[config.mk]
export PLATFORM = sky130hd
export DESIGN_NAME = seven_seg_scan
export DESIGN_NICKNAME = d
export VERILOG_FILES = /design/src/rtl/seven_seg_scan.sv
export SDC_FILE = /design/constraint.sdc
export NUM_CORES = 1
export LEC_CHECK = 0
export CAP_MARGIN = 20
export CORE_MARGIN = 1
export CORE_UTILIZATION = 45
export DETAILED_ROUTE_END_ITERATION = 16
export PLACE_DENSITY = 0.66
export SLEW_MARGIN = 20
export SYNTH_ARGS = -nofsm -noshare
export SYNTH_HDL_FRONTEND = slang
export SYNTH_SLANG_ARGS = --single-unit
[constraint.sdc]
create_clock -name clk -period 2.5 [get_ports clk]
set_input_delay 0.25 -clock clk [delete_from_list [all_inputs] [get_ports clk]]
set_output_delay 0.25 -clock clk [all_outputs]
set_load 0.05 [all_outputs]
[src/rtl/seven_seg_scan.sv]
// Multiplexed common-anode 7-segment scan driver with frame-consistent data and anti-ghost guard.
// Optional leading-zero blanking when SEVEN_SCAN_LZB_EN is defined.
module seven_seg_scan #(
  parameter int NDIG  = 4,
  parameter int DW    = 4,
  parameter int DIV   = 50000,
  parameter int GUARD = 500
) (
  input  logic               clk,
  input  logic               rst_n,
  input  logic [NDIG*DW-1:0] din,
  input  logic [NDIG-1:0]    dot_in,
  input  logic               load,
  output logic [DW-1:0]      dig_out,
  output logic               dot_en,
  output logic [NDIG-1:0]    an_n,
  output logic               frame_start
);

  localparam int CW = (DIV > 1) ? $clog2(DIV) : 1;
  localparam int IW = (NDIG > 1) ? $clog2(NDIG) : 1;
  localparam logic [CW-1:0] CNT_LAST = CW'(DIV - 1);
  localparam logic [IW-1:0] IDX_LAST = IW'(NDIG - 1);

  logic [CW-1:0]      cnt;
  logic [IW-1:0]      idx;
  logic [NDIG*DW-1:0] pend_d;
  logic [NDIG*DW-1:0] act_d;
  logic [NDIG-1:0]    pend_dot;
  logic [NDIG-1:0]    act_dot;
  logic               pend_flag;

  logic               wrap;
  logic               boundary;
  logic               in_guard;
  logic               blank;
  logic [DW-1:0]      cur_dig;
  logic               cur_dot;
  logic [NDIG-1:0]    sel_n;

  assign wrap     = (cnt == CNT_LAST);
  assign boundary = wrap && (idx == IDX_LAST);

  generate
    if (GUARD > 0) begin : g_guard
      assign in_guard = (cnt < CW'(GUARD));
    end else begin : g_noguard
      assign in_guard = 1'b0;
    end
  endgenerate

  always_comb begin
    cur_dig = '0;
    cur_dot = 1'b0;
    sel_n   = '1;
    for (int k = 0; k < NDIG; k++) begin
      if (idx == IW'(k)) begin
        cur_dig  = act_d[k*DW +: DW];
        cur_dot  = act_dot[k];
        sel_n[k] = 1'b0;
      end
    end
  end

`ifdef SEVEN_SCAN_LZB_EN
  // run tracks "everything from the top digit down to k is blank"
  logic run;
  always_comb begin
    run   = 1'b1;
    blank = 1'b0;
    for (int k = NDIG - 1; k >= 1; k--) begin
      run = run && (act_d[k*DW +: DW] == '0) && !act_dot[k];
      if (idx == IW'(k)) blank = run;
    end
  end
`else
  assign blank = 1'b0;
`endif

  always_ff @(posedge clk or negedge rst_n) begin
    if (!rst_n) begin
      cnt         <= '0;
      idx         <= '0;
      pend_d      <= '0;
      pend_dot    <= '0;
      act_d       <= '0;
      act_dot     <= '0;
      pend_flag   <= 1'b0;
      dig_out     <= '0;
      dot_en      <= 1'b0;
      an_n        <= '1;
      frame_start <= 1'b0;
    end else begin
      cnt <= wrap ? '0 : cnt + CW'(1);
      if (wrap) begin
        idx <= (idx == IDX_LAST) ? '0 : idx + IW'(1);
      end

      if (boundary) begin
        if (load) begin
          act_d   <= din;
          act_dot <= dot_in;
        end else if (pend_flag) begin
          act_d   <= pend_d;
          act_dot <= pend_dot;
        end
        pend_flag <= 1'b0;
      end else if (load) begin
        pend_d    <= din;
        pend_dot  <= dot_in;
        pend_flag <= 1'b1;
      end

      dig_out     <= cur_dig;
      dot_en      <= cur_dot;
      an_n        <= (in_guard || blank) ? '1 : sel_n;
      frame_start <= (idx == '0) && (cnt == '0);
    end
  end

endmodule
==> metrics.txt <==
fin crit period=2.368 ns; fmax=422.3 MHz; crit path max fanout=20; Die X=86.24 µm; Max-Cap Viols=0; RSZ-0062 raised after global routing=no; slowest stage delay, CP=0.56 ns; Slew Viols, Final=0; Worst setup SP type=flop; met3 WL post-DR=248 µm; worst hold-check path type=in -> async; Hold Vio Cnt, Final=0; post-synth top area cell=dfrtp_1; Starting DRT DRC Count=68; critical path data required time=2.72 ns; Net count, final=345; # diodes=0; die area=7436 µm²; Setup crit end=pend_d[11]; max_slew headroom=0.4317; root buf cell=clkbuf_8; clock sinks=69; total number of vias=2,198; routability congestion estimate=0.7974; worst clock skew=0.009846 ns; pin count of the biggest net entering global routing=70; cts bufs inserted=9; crit path kind=reg -> reg; Leak=1.722 nW; Synth Cell Area=3193 µm²; top cells by area in the synthesized netlist=dfrtp_1 (51%), mux2_4 (9.4%), o21ai_0 (8.0%); critical path cell sequence=or4_4, or4_4, o21a_1, buf_12, mux2_4; layout cell share with drive strength beyond 1=0.1651; Routed Antenna Nets=0; post-synthesis sequential area ratio=0.5423; syn_nets=311; Core Box Area=6832 µm²; setup violators final=0; DR WL met2=2.984 mm; Power Density=608.2 nW/µm²; clk buf depth=2; Reg-to-Reg Start=cnt[12]; drt first pass iters=4; Cells after Synth=282; final total power=2.339 mW; # H-tree levels=3; outcome=finished, final reports clean; hpwl dp=3.970 mm; Critical-path top delay cell=or4_4; grt total ovfl=0; WP data arrival=2.59 ns; Clk pin slew, worst setup/hold paths=0.07 ns; Area Overhead vs Synth=20.42%; first-pass GRT wire length=10.73 mm; fillers=607; post-layout util=0.5628; Period Utilization, post-route=0.9471; CTS Hold Bufs=0; post-cts sizing count=0; Post-Route WL=6.123 mm; Starting Density=0.4674; DR vias/cell=5.271; Syn Area/Cell=11.32 µm²; Register-to-Register Setup Slack=0.13 ns; CP endpoint kind=flop; WL/cell=14.68 µm; Yosys top cell area share=0.5094; drt drc=0; Worst VDD drop=0.3886 mV; CP startpoint=cnt[12]; Die Y-Extent=86.24 µm; post-synth cell types=30; Post-CTS Setup Bufs=0; # port buffers=32; row count=30; Worst-Margin Slew=0.8524 ns; highest routed layer=met4; RR Endpoint=pend_d[11]; yosys warns=0; vias in the first global route=2,265; initial antenna violation count=0; Reg2Reg Depth=5; most frequent CP cell=or4_4; CTS tree=done; Seq cells post-synth=69; TNS Setup=0 ns; GRT Total Usage=0.1899; # IOs=33; met1 WL=2.829 mm; clk_lat worst skew=0.34 ns
-- flip-flops by register name (all words and copies together), names as in the netlist, 2 cells and up --
signal    count
pend_d       16
act_d        16
idx           2
pend_dot      4
dig_out       4
cnt          16
act_dot       4
an_n          4
-- logic make-up (layout without fill, tap and decap cells) --
family	count (synthesis)	in the layout	synth area share
AO/OA/AOI/OAI	64	64	0.1031
AND/OR/NAND/NOR	67	67	0.1078
XOR/XNOR	11	11	0.03017
flip-flops	69	69	0.5423
buffers and inverters	24	63	0.03331
adder cells (fa/ha/maj)	6	6	0.02351
multiplexers	41	41	0.1599
-- cells in the mapped netlist (all sizes together) --
| library cell | number |
|---|---|
| o221a | 1 |
| or4 | 3 |
| inv | 7 |
| and3 | 2 |
| buf | 4 |
| o21a | 1 |
| dfrtp | 65 |
| o21ai | 51 |
| nor3b | 1 |
| nor4 | 3 |
| nor2b | 1 |
| ha | 6 |
| mux2 | 20 |
| or2 | 1 |
| xor2 | 7 |
| nand3b | 6 |
| nor2 | 11 |
| nand2 | 21 |
| dfstp | 4 |
| mux2i | 21 |
| nor3 | 4 |
| nand4 | 5 |
| xnor2 | 4 |
| nand3 | 8 |
| a21oi | 11 |
| or3 | 1 |
| clkbuf | 13 |
-- area by class of cell --
| cell class | count | area, µm² | area share |
|---|---|---|---|
| Tap cell | 96 | 120.1 | 0.03124 |
| Clock inverter | 6 | 86.33 | 0.02245 |
| Timing Repair Buffer | 40 | 387.9 | 0.1009 |
| Multi-Input combinational cell | 189 | 1355 | 0.3524 |
| Inverter | 7 | 26.28 | 0.006834 |
| Sequential cell | 69 | 1732 | 0.4504 |
| Clock buffer | 10 | 137.6 | 0.03580 |
-- layer usage --
metal  up-vias  track usage
li1       1057            -
met1      1073       0.2382
met2        62       0.3131
met3         6      0.05714
met4         0      0.06667
met5         -            0
-- worst max-delay path: cells and delay by family, from the launching register on --
kind / cells / cell delay [ns]
buf+inv: 1 / 0.17
compound gates: 1 / 0.22
mux: 1 / 0.31
flops: 1 / 0.42
simple gates: 2 / 1.12
-- where the power goes --
group	internal, mW	switching [mW]	leakage (nW)
sequential	1.15	0.0179	0.885
clock	0.587	0.422	0.112
combinational	0.100	0.0631	0.724
total	1.84	0.503	1.72
-- through the flow --
| step | area (µm²) | setup WS, ns | cells | hold WS [ns] |
|---|---|---|---|---|
| detailed placement | 3621 | 0.1553 | 401 | 0.4842 |
| floorplan | 3193 | 0.2374 | 282 | -0.04559 |
| global placement | 3621 | 0.1934 | 401 | 0.4882 |
| CTS | 3845 | 0.1416 | 417 | 0.1194 |
| global route | 3845 | 0.1008 | 417 | 0.1690 |
| finish | 3845 | 0.1322 | 417 | 0.07947 |
-- cell usage in the layout (no fill, tap or decap) --
| master | synthesis | routed |
|---|---|---|
| clkinv_2 | 0 | 2 |
| or3_1 | 1 | 1 |
| buf_4 | 0 | 7 |
| xnor2_1 | 4 | 4 |
| o21ai_0 | 51 | 51 |
| or4_4 | 2 | 2 |
| dfrtp_1 | 65 | 65 |
| nor2b_1 | 1 | 1 |
| nor2_1 | 11 | 11 |
| mux2i_1 | 21 | 21 |
| clkbuf_8 | 0 | 10 |
| bufinv_16 | 0 | 2 |
| nor4_1 | 3 | 3 |
| nand3_1 | 8 | 8 |
| ha_1 | 6 | 6 |
| nand2_1 | 21 | 21 |
| buf_12 | 0 | 1 |
| clkdlybuf4s50_1 | 0 | 31 |
| or2_2 | 1 | 1 |
| a21oi_1 | 11 | 11 |
| o21a_1 | 1 | 1 |
| mux2_4 | 20 | 20 |
| nand4_1 | 5 | 5 |
| clkinvlp_4 | 0 | 1 |
| buf_2 | 1 | 1 |
| nor3_1 | 4 | 4 |
| inv_1 | 7 | 7 |
| nand3b_1 | 6 | 6 |
| and3_1 | 2 | 2 |
| xor2_1 | 7 | 7 |
| dfstp_2 | 4 | 4 |
| or4_1 | 1 | 1 |
| o221a_2 | 1 | 1 |
| clkinv_4 | 0 | 1 |
| nor3b_1 | 1 | 1 |
-- worst min-delay path by stage --
| stage | start | end | slack (ns) |
|---|---|---|---|
| after floorplan | rst_n | act_d[0] | -0.05 |
| after global placement | cnt[0] | cnt[0] | 0.49 |
| after detailed placement | act_d[12] | dig_out[0] | 0.48 |
| after CTS | rst_n | cnt[7] | 0.12 |
| after global routing | rst_n | cnt[14] | 0.17 |
| final | rst_n | cnt[14] | 0.08 |
(Power assumes the default switching activity.)
